### config.mk
export PLATFORM = sky130hd
export DESIGN_NAME = fpu_dispatch
export DESIGN_NICKNAME = d
export VERILOG_FILES = /design/src/rtl/fpu_pkg.sv /design/src/rtl/fpu_decode.sv /design/src/rtl/fpu_dispatch.sv
export SDC_FILE = /design/constraint.sdc
export NUM_CORES = 1
export LEC_CHECK = 0
export CAP_MARGIN = 20
export CELL_PAD_IN_SITES_DETAIL_PLACEMENT = 0
export CELL_PAD_IN_SITES_GLOBAL_PLACEMENT = 1
export CORE_MARGIN = 1
export CORE_UTILIZATION = 31
export CTS_BUF_LIST = sky130_fd_sc_hd__clkbuf_16
export DETAILED_ROUTE_END_ITERATION = 6
export GPL_TIMING_DRIVEN = 0
export PLACE_DENSITY = 0.85
export SLEW_MARGIN = 15
export SYNTH_ARGS = -nofsm -noshare
export SYNTH_HDL_FRONTEND = slang
export SYNTH_HIERARCHICAL = 1
export SYNTH_SLANG_ARGS = --single-unit
### constraint.sdc
create_clock -name clk -period 7.5 [get_ports clk]
set_clock_uncertainty 0.2 [all_clocks]
set_input_delay 1.5 -clock clk [delete_from_list [all_inputs] [get_ports clk]]
set_output_delay 1.5 -clock clk [all_outputs]
set_load 0.005 [all_outputs]
### src/rtl/fpu_pkg.sv
// fpu_pkg: constants shared by the FPU dispatch front end.
//   - FUNCT5_* : funct5 encodings (instr[31:27]) of the supported FP ops
//   - U_*      : unit slot indices on the u_* buses, NUNIT slots in total
//   - S_*      : dispatch FSM state encoding
package fpu_pkg;

  localparam int DATA_W = 32;
  localparam int NUNIT  = 6;

  // funct5 encodings
  localparam logic [4:0] FUNCT5_FADD   = 5'b00000;
  localparam logic [4:0] FUNCT5_FSUB   = 5'b00001;
  localparam logic [4:0] FUNCT5_FMUL   = 5'b00010;
  localparam logic [4:0] FUNCT5_FDIV   = 5'b00011;
  localparam logic [4:0] FUNCT5_FSGNJ  = 5'b00100;
  localparam logic [4:0] FUNCT5_FMINMAX= 5'b00101;
  localparam logic [4:0] FUNCT5_FSQRT  = 5'b01011;
  localparam logic [4:0] FUNCT5_FCMP   = 5'b10100;
  localparam logic [4:0] FUNCT5_FCVTWS = 5'b11000;
  localparam logic [4:0] FUNCT5_FCVTSW = 5'b11010;
  localparam logic [4:0] FUNCT5_FMVXW  = 5'b11100;
  localparam logic [4:0] FUNCT5_FMVWX  = 5'b11110;

  // unit slot indices
  localparam logic [2:0] U_ADD  = 3'd0;
  localparam logic [2:0] U_MUL  = 3'd1;
  localparam logic [2:0] U_DIV  = 3'd2;
  localparam logic [2:0] U_SQRT = 3'd3;
  localparam logic [2:0] U_COMP = 3'd4;
  localparam logic [2:0] U_MISC = 3'd5;

  // dispatch FSM states
  localparam logic [1:0] S_IDLE  = 2'd0;
  localparam logic [1:0] S_ISSUE = 2'd1;
  localparam logic [1:0] S_WAIT  = 2'd2;
  localparam logic [1:0] S_RESP  = 2'd3;

endpackage

### src/rtl/fpu_decode.sv
// fpu_decode: combinational funct5 -> unit slot decoder.
//   funct5 : instr[31:27] of the FP op
//   legal  : funct5 maps to an implemented unit
//   idx    : unit slot index (0 when illegal)
module fpu_decode
  import fpu_pkg::*;
(
  input  logic [4:0] funct5,
  output logic       legal,
  output logic [2:0] idx
);

  always_comb begin
    legal = 1'b1;
    idx   = U_ADD;
    case (funct5)
      FUNCT5_FADD, FUNCT5_FSUB:           idx = U_ADD;
      FUNCT5_FMUL:                        idx = U_MUL;
      FUNCT5_FDIV:                        idx = U_DIV;
      FUNCT5_FSQRT:                       idx = U_SQRT;
      FUNCT5_FCMP:                        idx = U_COMP;
      FUNCT5_FSGNJ, FUNCT5_FMINMAX,
      FUNCT5_FCVTWS, FUNCT5_FCVTSW,
      FUNCT5_FMVXW, FUNCT5_FMVWX:         idx = U_MISC;
      default: begin
        legal = 1'b0;
        idx   = U_ADD;
      end
    endcase
  end

endmodule

### src/rtl/fpu_dispatch.sv
// fpu_dispatch: FPU front end between the core execute stage and the FP units.
// Takes one op at a time, latches operands, issues to the decoded unit with an
// order/accepted/done handshake, and returns the result with a one-cycle done.
//   clk, rstn            : clock, asynchronous active-low reset
//   order/accepted       : core request / request taken this cycle
//   rs1, rs2, funct5, func3 : core operands and op select
//   done, rd, err        : completion pulse, result (held), error flag
//   busy                 : an op is in flight
//   u_order/u_accepted/u_done : per-unit handshake (one-hot order)
//   u_rs1, u_rs2, u_func3, u_funct5 : latched operands broadcast to units
//   u_rd                 : unit results, slot i at [32i+31:32i]
module fpu_dispatch #(
  parameter int TIMEOUT = 255,
  parameter int NUNIT   = 6
) (
  input  logic                clk,
  input  logic                rstn,
  input  logic                order,
  output logic                accepted,
  output logic                done,
  input  logic [31:0]         rs1,
  input  logic [31:0]         rs2,
  input  logic [4:0]          funct5,
  input  logic [2:0]          func3,
  output logic [31:0]         rd,
  output logic                err,
  output logic                busy,
  output logic [NUNIT-1:0]    u_order,
  input  logic [NUNIT-1:0]    u_accepted,
  input  logic [NUNIT-1:0]    u_done,
  output logic [31:0]         u_rs1,
  output logic [31:0]         u_rs2,
  output logic [2:0]          u_func3,
  output logic [4:0]          u_funct5,
  input  logic [32*NUNIT-1:0] u_rd
);
  import fpu_pkg::*;

  // Width stays at least 1 so TIMEOUT=0 (watchdog off) still elaborates.
  localparam int CNT_W = (TIMEOUT > 0) ? $clog2(TIMEOUT + 1) : 1;
  // The counter is compared one early so err lands in the cycle it reaches TIMEOUT.
  localparam logic [CNT_W-1:0] CNT_LAST = CNT_W'(TIMEOUT - 1);

  logic [1:0]       state;
  logic [2:0]       idx_q;
  logic [CNT_W-1:0] wd_cnt;
  logic [31:0]      rd_q;
  logic             err_q;

  logic             dec_legal;
  logic [2:0]       dec_idx;
  logic             sel_acc;
  logic             sel_done;
  logic [31:0]      sel_rd;

  fpu_decode u_decode (
    .funct5 (funct5),
    .legal  (dec_legal),
    .idx    (dec_idx)
  );

  // Pick out only the addressed unit's strobes and result; other slots are ignored.
  always_comb begin
    sel_acc  = 1'b0;
    sel_done = 1'b0;
    sel_rd   = '0;
    u_order  = '0;
    for (int i = 0; i < NUNIT; i++) begin
      if (idx_q == i[2:0]) begin
        sel_acc    = u_accepted[i];
        sel_done   = u_done[i];
        sel_rd     = u_rd[i*32 +: 32];
        u_order[i] = (state == S_ISSUE);
      end
    end
  end

  // rstn gating keeps accepted low while reset is asserted even if order is high.
  assign accepted = rstn && order && (state == S_IDLE);
  assign done     = (state == S_RESP);
  assign busy     = (state != S_IDLE);
  assign rd       = rd_q;
  assign err      = err_q;

  always_ff @(posedge clk or negedge rstn) begin
    if (!rstn) begin
      state    <= S_IDLE;
      idx_q    <= '0;
      wd_cnt   <= '0;
      rd_q     <= '0;
      err_q    <= 1'b0;
      u_rs1    <= '0;
      u_rs2    <= '0;
      u_func3  <= '0;
      u_funct5 <= '0;
    end else begin
      case (state)
        S_IDLE: begin
          if (order) begin
            u_rs1    <= rs1;
            u_rs2    <= rs2;
            u_func3  <= func3;
            u_funct5 <= funct5;
            idx_q    <= dec_idx;
            if (dec_legal) begin
              state <= S_ISSUE;
            end else begin
              rd_q  <= '0;
              err_q <= 1'b1;
              state <= S_RESP;
            end
          end
        end
        S_ISSUE: begin
          if (sel_acc) begin
            // Combinational units complete in the accept cycle.
            if (sel_done) begin
              rd_q  <= sel_rd;
              err_q <= 1'b0;
              state <= S_RESP;
            end else begin
              wd_cnt <= '0;
              state  <= S_WAIT;
            end
          end
        end
        S_WAIT: begin
          // A real result wins over a timeout landing in the same cycle.
          if (sel_done) begin
            rd_q  <= sel_rd;
            err_q <= 1'b0;
            state <= S_RESP;
          end else if ((TIMEOUT != 0) && (wd_cnt == CNT_LAST)) begin
            rd_q  <= '0;
            err_q <= 1'b1;
            state <= S_RESP;
          end else begin
            wd_cnt <= wd_cnt + 1'b1;
          end
        end
        default: begin
          state <= S_IDLE;
        end
      endcase
    end
  end

endmodule

## Word level (Yosys, flattened, before mapping)

Index checks and enable logic that the tools add are counted.

| operators by class | value |
|---|---|
| add/sub/neg operators | 1 |
| order comparisons | 0 |
| equal/unequal tests | 28 |
| shift operators | 0 |
| bitwise logic cells | 0 |
| reduce and logical (&&, ||, !) cells | 14 |
| divide/modulo/power cells | 0 |
| muxes and demuxes | 52 |
| multiply operators | 0 |

Operator list:

| kind | number |
|---|---|
| 2-to-1 mux 32 bit | 12 |
| case mux 32 bit (3 select lines) | 1 |
| 2-to-1 mux 8 bit | 4 |
| 2-to-1 mux 1 bit | 26 |
| equality test 5 bit (second input constant) | 5 |
| case mux 8 bit (2 select lines) | 1 |
| case mux 3 bit (5 select lines) | 1 |
| != test 2 bit (second input constant) | 7 |
| OR reduction 12 bit | 1 |
| equality test 5 x 2 -> 1 bit (second input constant) | 2 |
| equality test 5 x 3 -> 1 bit (second input constant) | 2 |
| 2-to-1 mux 2 bit | 5 |
| adder 8 x 1 -> 8 bit (second input constant) | 1 |
| equality test 8 bit (second input constant) | 1 |
| equality test 3 x 2 -> 1 bit (second input constant) | 2 |
| equality test 3 bit (second input constant) | 2 |
| case mux 2 bit (3 select lines) | 1 |
| AND reduction 6 bit | 1 |
| OR reduction 6 bit | 1 |
| equality test 5 x 1 -> 1 bit (second input constant) | 1 |
| equality test 5 x 4 -> 1 bit (second input constant) | 1 |
| zero test 5 bit | 1 |
| AND reduction 5 bit | 1 |
| equality test 2 bit (second input constant) | 2 |
| other kinds (11) | 13 |

| word-level totals | value |
|---|---|
| bits in latches | 0 |
| RAM bits | 0 |
| register bits after elaboration | 118 |
| logic and storage cells | 104 |
| memories kept | 0 |
| memory bits (read-only) | 0 |
| output and inout port bits | 114 |
| input bits | 279 |

## Longest topological paths before layout

| depth | value |
|---|---|
| depth in word-level cells | 10 |
| mapped depth | 10 |
| depth with buffers taken out | 8 |

## Hierarchy

Netlist, hierarchy kept.

By module, submodules not included:

| module | cells each | seq. area each (um2) | times used | area each (um2) |
|---|---|---|---|---|
| fpu_dispatch | 684 | 2952.8 | 1 | 7124.3 |
| fpu_decode | 15 | 0.0 | 1 | 96.3 |

## Least setup slack after synthesis

Ideal clock, no wire load.

| timing path | value |
|---|---|
| path kind | input to register |
| start point | input funct5[2] |
| end point | register rd_q[22], in the netlist rd[22] |
| slack | 4086 ps |
| setup time | 127 ps |
| arrival | 3086 ps |
| cell stages on the path | 10 |
| cells stage by stage | nor2b_1 > o21bai_1 > a22oi_1 > nand2b_1 > a21oi_1 > nand2_1 > or3_1 > buf_6 > buf_6 > mux2_1 |

| between the ends | value |
|---|---|
| word-level cells in the longest chain between the ends | 5 |

RTL lines:

| item | RTL line | source |
|---|---|---|
| start, declared | fpu_dispatch.sv:23 | `input logic [4:0] funct5,` |
| equality test 5 x 1 -> 1 bit (tied with other cells) | fpu_decode.sv:16 | `case (funct5)` |
| OR reduction 12 bit (no source line) (*) | - |  |
| 2-to-1 mux 1 bit (*) | fpu_decode.sv:16 |  |
| named net dec_legal | fpu_dispatch.sv:50 | `logic dec_legal;` |
| != test 2 bit (no source line) (*) | - |  |
| AND reduction 6 bit (no source line) (*) | - |  |
| end signal, assigned | fpu_dispatch.sv:118 | `rd_q <= sel_rd;` |
| end signal, assigned | fpu_dispatch.sv:130 | `rd_q <= sel_rd;` |
| end, declared | fpu_dispatch.sv:47 | `logic [31:0] rd_q;` |

Mark *: on every way through the listed nets, which the timed path passes. The rest lies on a longest branch.
A chain may end at the register's enable or synchronous reset.

## Final worst setup path

| timing path | value |
|---|---|
| start point | register idx_q[1] |
| end point | output u_order[2] |

| between the ends | value |
|---|---|
| word-level cells in the longest chain between the ends | 2 |

RTL lines:

| item | RTL line | source |
|---|---|---|
| start, declared | fpu_dispatch.sv:45 | `logic [2:0] idx_q;` |
| start signal, assigned | fpu_dispatch.sv:104 | `idx_q <= dec_idx;` |
| equality test 3 x 2 -> 1 bit | fpu_dispatch.sv:69 | `if (idx_q == i[2:0]) begin` |
| 2-to-1 mux 1 bit | fpu_dispatch.sv:69 |  |
| end, declared | fpu_dispatch.sv:28 | `output logic [NUNIT-1:0] u_order,` |

No other way between the ends.

==> flow_metrics.tcl <==
set metrics [dict create \
    period_share_pct 65.1 \
    cts_tree "done" \
    yosys-top-cells-count "dfrtp_1 (118), mux2_2 (81), clkbuf_1 (44)" \
    viasPerCell 5.21 \
    synthCells 699 \
    clk_latency_ns 0.41 \
    post-cts-setup-buffer-count 0 \
    syn_avg_cell_area_sq_um 10.3 \
    cts_buffer_depth 2 \
    wire_per_inst_microns 20.8 \
    yosysMostFrequentCell "dfrtp_1" \
    finalPower_w 0.00463 \
    leakage_nw 4.87 \
    seq_power_share_pct 24.5 \
    via_count 7345 \
    cts.sinks 118 \
    drive_above_1_share_pct 14.0 \
    synth_area_leader_cell "dfrtp_1" \
    stdcell_area_sq_mm 0.0121 \
    start_util_pct 31.8 \
    grt_pass1_vias 7432 \
    coreArea_sq_mm 0.0227 \
    synth_area_leaders "dfrtp_1 (41%), mux2_2 (13%), mux2i_1 (5.1%)" \
    synthArstFlopShare_pct 100 \
    grt_use_met2_pct 42.1 \
    grt_max_degree 70 \
    n_antenna_cell 0 \
    end_kind "output pin" \
    arrival_ns 3.19 \
    cts_resized 0 \
    hold_buffers 0 \
    fmax_mhz 205 \
    io_pins 393 \
    gp_congestion 0.871 \
    layout_min_cycle_time_ns 4.89 \
    syn_to_final_growth_pct 67.6 \
    critPathLaunchType "register" \
    min_path_type "reg -> reg" \
    vdd_drop_max_uv 190 \
    use_met1_pct 30.5 \
    outcome "finished, final reports clean" \
    final_max_slew_viol_count 0 \
    yosys_warnings 6 \
    switching_share_pct 38.8 \
    drv_cap 0 \
    rsz0062_at_grt "no" \
    critPathKind "reg -> out" \
    synth_area_sq_mm 0.00722 \
    critPathSlowestCell "buf_1" \
    grt_pass1_wl_microns 43800 \
    htree_levels 4 \
    worst_pin_slew_ns 1.11 \
    grt.busiest_layer "met2" \
    cts-root-buf "clkbuf_16" \
    cts_made_buffers 17 \
    ys_seq_elements 118 \
    die_area_sq_mm 0.0239 \
    dp_hpwl_microns 22900 \
    final_util_pct 53.3 \
    row_count 55 \
    synth_flop_cell "dfrtp_1" \
    synth_edf_count 0 \
    finalHoldViolations 0 \
    cellInternalPower_w 0.00283 \
    met3_usage_pct 5.27 \
    firstDrtPassIters 5 \
    grt.total_usage_pct 24.3 \
    layout.cells.non_filler 1409 \
    gr-total-overflow 0 \
    max_stage_delay_ns 0.59 \
    max_slew_margin_pct 25.2 \
    synth_top_area_share_pct 40.9 \
    place_inst 1377 \
    crit_path_cell_trace "buf_4, buf_2, buf_1, clkbuf_1, nor4b_1, clkdlybuf4s50_1" \
    drc 0 \
    totalWireLength_microns 29200 \
    drt_iter0_markers 491 \
    p_clk_share_pct 17.2 \
    antenna_found_initial 0 \
    setup_viol 0 \
    required_ns 5.80 \
    worstPathMaxFanout 10 \
    synth-seq-area-share_pct 40.9 \
    combPwrFrac_pct 58.3 \
    final_nets 1397 \
    placed_area_sq_mm 0.0115 \
    p_sw_w 0.00180 \
    die_height_microns 155 \
    p_per_area_mw_per_mm2 382 \
    syn-num-nets 985 \
    clk_pin_slew_ns 0.06 \
    synth_cell_type_count 57 \
    die_w_microns 155 \
    finalSetupTns_ns 0 \
    io_buffers 392 \
    ant_nets 0 \
]
[stage by stage]
step	hold WS, ns	worst slack [ns]
5_1_grt	0.312	2.39
6_report	0.298	2.61
2_1_floorplan	0.268	4.09
3_3_place_gp	0.275	-1.43
3_5_place_dp	0.283	3.05
4_1_cts	0.297	2.56
[state kept, by name, indices dropped and copies added (netlist names)]
register / cells
rd: 32
idx_q: 3
u_rs2: 32
u_funct5: 5
u_rs1: 32
state: 2
u_func3: 3
err: 1
wd_cnt: 8
[critical path, delay by kind of cell, from the launching register on]
family	cells	cell delay [ns]
and+or+nand+nor	1	0.30
buffers and inverters	5	2.13
DFF	1	0.32
[worst paths after layout]
kind	cells after the start	start	slack (ns)	to
max in group asynchronous	2	rstn	5.54	rd[5]$_DFFE_PN0P_
min in group asynchronous	1	rstn	0.84	u_rs2[22]$_DFFE_PN0P_
hold reg to reg	1	rd[22]$_DFFE_PN0P_	0.30	rd[22]$_DFFE_PN0P_
hold / removal	1	rd[22]$_DFFE_PN0P_	0.30	rd[22]$_DFFE_PN0P_
setup / recovery	6	idx_q[1]$_DFFE_PN0P_	2.61	u_order[2]
setup reg to reg	7	state[1]$_DFFE_PN0P_	4.39	rd[29]$_DFFE_PN0P_
[cell families (layout without fill, tap and decap cells)]
family	after synthesis	count (layout)	share of synthesized area (%)
AOI/OAI and AO/OA	200	200	19.8
adders and majority gates	7	7	1.21
buffers and inverters	104	529	6.08
DFF	118	118	40.9
muxes	145	145	23.1
and+or+nand+nor	125	125	8.91
[routing by layer]
| metal | vias up | routed length, microns | share of wire, % |
|---|---|---|---|
| li1 | 3441 | - | - |
| met1 | 3570 | 12200 | 42 |
| met2 | 305 | 14600 | 50 |
| met3 | 29 | 1910 | 6.5 |
| met4 | 0 | 499 | 1.7 |
| met5 | - | 0 | 0 |
[power by group through the flow]
stage	registers (W)	clock network [W]	logic [W]
after floorplan	0.00115	0	0.00142
after global placement	0.00113	0	0.00267
after detailed placement	0.00114	0	0.00270
after CTS	0.00113	0.000816	0.00272
after global routing	0.00118	0.000842	0.00290
final	0.00113	0.000795	0.00270
[layout make-up]
cell class,instances,area (sq um)
Fill cell,2060,10600
Multi-Input combinational cell,477,3830
Tap cell,285,357
Buffer,62,282
Timing Repair Buffer,393,3950
Inverter,42,158
Clock buffer,17,425
Sequential cell,118,2950
Clock inverter,15,146
[layout by cell type (no fill, tap or decap), types with 3 or more instances in the layout]
master,instances
o22ai_1,30
a21oi_1,37
buf_6,5
clkbuf_16,17
nand2b_1,7
a221oi_1,31
buf_2,6
inv_6,4
nand3b_1,4
clkdlybuf4s50_1,391
clkbuf_1,44
nand3_1,4
nor2b_1,4
nand2_1,40
mux2_2,81
mux2_1,5
or4_1,3
clkinv_4,4
nor2_1,13
and4_1,3
ha_1,7
and3_1,3
inv_1,42
o41ai_1,6
nor3_1,32
o21ai_0,36
buf_4,3
buf_1,5
dfrtp_1,118
mux2i_1,37
a211oi_1,3
or3_1,3
o2bb2ai_1,30
mux2_4,22
Note: power is estimated with default switching activity, not from simulation.
==> edit 1, RTL diff (same settings) <==
Make the reset (`rstn`) synchronous in one clocked block. Comments in the files are not updated.
--- a/src/rtl/fpu_dispatch.sv
+++ b/src/rtl/fpu_dispatch.sv
@@ -82,7 +82,7 @@
   assign rd       = rd_q;
   assign err      = err_q;
 
-  always_ff @(posedge clk or negedge rstn) begin
+  always_ff @(posedge clk) begin
     if (!rstn) begin
       state    <= S_IDLE;
       idx_q    <= '0;
Behaviour: differs if rstn is asserted again (counterexample within 4 cycles, from zero or initial values and one cycle with rstn low); with rstn held inactive, the same outputs for 4 cycles.
==> edit 1 against the original RTL <==
- sequential cell count did not move
- routed wire length increased by 3.8%
- fmax shrank 0.11%
- sequential share of layout area decreased by 3.7 points
- via count rose by 9.6%
- worst setup slack got worse by 0.0052 ns
- final area fell by 5.5%
- non-clock buffer count increased by 24
- synthesized area fell by 8.0%
- hold slack worse by 0.048 ns
- synthesized cell count up 22%
- first-iteration DRC count decreased by 28%
Power is not compared: it rests on default switching activity, and its combinational part moved more than twofold at a synthesized area within 25%.
==> edit 1: results (changes against the original RTL) <==
status: "completed"  # unchanged
antenna_found_initial: 2  # was 0
synth_mux_area_share_pct: 6.477  # was 23.12%
slowest_stage: "clkdlybuf4s50_1"  # was buf_1
p_int_w: 0.001706
synthTopCellsByCount: "nand2_1, dfxtp_1, a21oi_1"  # was dfrtp_1, mux2_2, clkbuf_1
drt_wl_total_mm: 30.36  # was 29.24 mm
drive_above_1_share_pct: 5.965  # was 13.97%
ys_top_cells_by_area: "dfxtp_1, nand2_1, a21oi_1, mux2i_1, a22oi_1"  # was dfrtp_1, mux2_2, mux2i_1, mux2_4, a221oi_1
crit_end: "accepted"  # was u_order[2]
grt_max_degree: 17  # was 70
postPlaceCellArea_sq_um: 10900  # was 11,530 sq um
layout-area-overhead-vs-synth_pct: 72.02  # was 67.60%
root_buffer: "clkbuf_16"  # unchanged
nNetsFinal: 1547  # was 1,397
hp-start: "u_rs1[25]$_SDFFE_PN0P_"  # was rd[22]$_DFFE_PN0P_
syn_area_per_cell_sq_um: 7.809  # was 10.33 sq um
relSlewSlack_pct: 52.14  # was 25.16%
synth_compound_area_share_pct: 26.13  # was 19.79%
post_cts_resized: 0  # unchanged
drt_iter0_markers: 355  # was 491
synthAdderAreaFrac_pct: 1.318  # was 1.213%
fillers: 2013  # was 2,060
place_congestion: 0.9309  # was 0.8713
fmax_mhz: 204.4  # was 204.7 MHz
worst_hold_path.num_cells: 2  # was 1
port_buffers: 391  # was 392
hold_end: "u_rs1[25]$_SDFFE_PN0P_"  # was rd[22]$_DFFE_PN0P_
crit_arrival_ns: 3.19  # about the same
slowest_delay_ns: 0.59  # about the same
grt_usage_pct: 27.20  # was 24.34%
synth_nets: 1137  # was 985
worstRegToRegCells: 8  # was 7
routed_via_density: 5.194  # was 5.213
grt_pass1_vias: 7845  # was 7,432
total_power_w: 0.002649
hpwl_mm: 24.09  # was 22.91 mm
grt_pass1_wl_mm: 45.37  # was 43.82 mm
num_vias: 8051  # was 7,345
r2r-start: "idx_q[1]$_SDFFE_PN0P_"  # was state[1]$_DFFE_PN0P_
crit_fanout: 10  # unchanged
reg2reg_to: "rd[22]$_SDFFE_PN0P_"  # was rd[29]$_DFFE_PN0P_
whs_ns: 0.2508  # was 0.2984 ns
yosysSeqAreaShare_pct: 35.55  # was 40.89%
preCtsSetupSlack_ns: 2.610  # was 3.046 ns
numCtsBuffers: 17  # unchanged
clock_path_buffers: 2  # unchanged
async_flop_share_pct: 0  # was 100.0%
reg2reg_slack_ns: 4.83  # was 4.39 ns
critPathLaunch: "order"  # was idx_q[1]$_DFFE_PN0P_
-- edit 1: critical path, delay by kind of cell --
family                 cells  cell delay (ns)
AND/OR/NAND/NOR            2             0.32
buffers and inverters      3             1.37
-- edit 1: routing by layer --
metal	global-route usage [%]	vias to the layer above	wire length (um)
met5	0	-	25
met2	44.98	288	14810
met3	6.994	42	1985
li1	-	3916	-
met4	8.557	4	631
met1	34.45	3801	12910
-- edit 1: final cells by class --
class	count	share of cell area, %
antenna	1	0.02189
buffer	88	3.492
clock buffer	17	3.722
clock inverter	15	0.8757
inverter	15	0.4926
multi-input combinational	630	33.48
sequential	118	20.67
tap	275	3.010
timing repair buffer	391	34.24
-- edit 1: logic make-up after synthesis --
family          Yosys count
compound gates          250
fa+ha+maj                 7
buf+inv                 103
flops                   118
mux                      41
simple gates            332
==> edit 2, RTL diff (config.mk and constraints unchanged) <==
Made on the original files. `TIMEOUT`: 255 -> 510.
--- a/src/rtl/fpu_dispatch.sv
+++ b/src/rtl/fpu_dispatch.sv
@@ -10,7 +10,7 @@
 //   u_rs1, u_rs2, u_func3, u_funct5 : latched operands broadcast to units
 //   u_rd                 : unit results, slot i at [32i+31:32i]
 module fpu_dispatch #(
-  parameter int TIMEOUT = 255,
+  parameter int TIMEOUT = 510,
   parameter int NUNIT   = 6
 ) (
   input  logic                clk,
Formal check against the unedited RTL: same outputs for any inputs over 4 cycles, from zero or initial values and one cycle with rstn low; that may be too few to reach the edited logic, so the function may still have changed.
==> edit 2 against the original RTL <==
- final cell count decreased by 10%
- final area decreased by 2.3%
- fmax rose by 2.9%
- power shrank 3.2%
- synthesized area fell by 4.8%
- count of clock-buffer cells in the layout unchanged
- sequential cell count increased by 1
- routed wire length fell by 5.2%
- worst setup slack improved by 0.14 ns
==> edit 2: results (changes against the original RTL) <==
worstMarginPinSlew_ns: 0.8846  # was 1.111 ns
leakage_nw: 4.770  # was 4.872 nW
clock_path_buffers: 2  # unchanged
grt_max_degree: 72  # was 70
synth_nets: 848  # was 985
postPlaceCellArea_sq_um: 11180  # was 11,530 sq um
numCtsBuffers: 17  # unchanged
place_congestion: 0.9329  # was 0.8713
wl_per_cell_um: 21.87  # was 20.75 um
grt_pass1_vias: 6540  # was 7,432
grt_pass1_wl_mm: 39.56  # was 43.82 mm
grt_usage_pct: 23.78  # was 24.34%
yosysSeqAreaShare_pct: 43.30  # was 40.89%
nNetsFinal: 1260  # was 1,397
p_sw_w: 0.001609  # was 0.001797 W
routed_via_density: 5.122  # was 5.213
syn_area_per_cell_sq_um: 12.24  # was 10.33 sq um
hp-start: "u_rs2[5]$_DFFE_PN0P_"  # was rd[22]$_DFFE_PN0P_
status: "completed"  # unchanged
drt_wl_total_mm: 27.71  # was 29.24 mm
crit_arrival_ns: 3.05  # was 3.19 ns
ys_top_cells_by_area: "dfrtp_1, mux2_2, mux2_4, mux2i_1, a222oi_1"  # was dfrtp_1, mux2_2, mux2i_1, mux2_4, a221oi_1
yosys.cell_types.count: 55  # was 57
finalSetupViolCount: 0  # unchanged
maxCapViolations: 0  # unchanged
fillers: 1901  # was 2,060
start_kind: "flop"  # unchanged
drt_iter0_markers: 442  # was 491
synthTopCellsByCount: "dfrtp_1, mux2_2, mux2i_1"  # was dfrtp_1, mux2_2, clkbuf_1
drive_above_1_share_pct: 20.36  # was 13.97%
critPathLaunch: "idx_q[0]$_DFFE_PN0P_"  # was idx_q[1]$_DFFE_PN0P_
cts_setup_buffers: 0  # unchanged
irDropWorstVdd_v: 0.0001658  # was 0.0001903 V
hpwl_mm: 21.46  # was 22.91 mm
dr.pass1.iters: 6  # was 5
dp_cells: 1235  # was 1,377
edit 2: per-layer routing:
layer  wire length, um  share of wire, %  global-route usage, %  up-vias
met3              1889               6.8                  6.205       42
met2             13650                49                  39.27      267
li1                  -                 -                      -     2997
met5                 0                 0                      0        -
met1             11470                41                  29.91     3184
met4               693               2.5                  8.200        0
edit 2: logic make-up after synthesis:
group	count (synthesis)	synth area share, %
compound gates	103	13.41
fa+ha+maj	7	1.274
buf+inv	59	4.076
flops	119	43.30
mux	179	30.44
simple gates	95	7.496
edit 2: metrics by stage:
stage	hold slack [ns]	setup slack [ns]
after floorplan	0.2886	4.133
after global placement	0.2871	-1.501
after detailed placement	0.2911	3.100
after CTS	0.3066	2.696
after global routing	0.3111	2.590
final	0.3031	2.752
edit 2: worst paths after layout:
check | slack [ns] | cells after the start | to
setup / recovery | 2.75 | 6 | u_order[5]
hold / removal | 0.30 | 1 | u_rs2[5]$_DFFE_PN0P_
setup reg to reg | 4.44 | 8 | rd[16]$_DFFE_PN0P_
hold reg to reg | 0.30 | 1 | u_rs2[5]$_DFFE_PN0P_
max in group asynchronous | 5.57 | 2 | rd[26]$_DFFE_PN0P_
min in group asynchronous | 0.82 | 1 | u_rs2[0]$_DFFE_PN0P_
edit 2: power groups by stage:
stage	registers [W]	clock network (W)	logic (W)
after floorplan	0.00112	0	0.00129
after global placement	0.00110	0	0.00245
after detailed placement	0.00112	0	0.00246
after CTS	0.00111	0.000921	0.00247
after global routing	0.00115	0.000947	0.00263
final	0.00111	0.000903	0.00247
edit 2: worst max-delay path, cell delays in order (launching register included):
cell and delay, ns:
dfrtp_1 0.31, buf_2 0.23, buf_2 0.27, buf_1 0.49, clkbuf_1 0.51, and3_1 0.24
clkdlybuf4s50_1 0.57
edit 2: area by class of cell:
cell class	count	area, sq um	share of cell area [%]
plain buffers	52	254.0	2.149
clock buffers	17	425.4	3.599
clock inverters	15	215.2	1.821
inverters	7	26.28	0.2223
multi-input cells	384	3618	30.61
flip-flops and latches	119	2978	25.19
well taps	280	350.3	2.964
repair buffers	393	3953	33.44
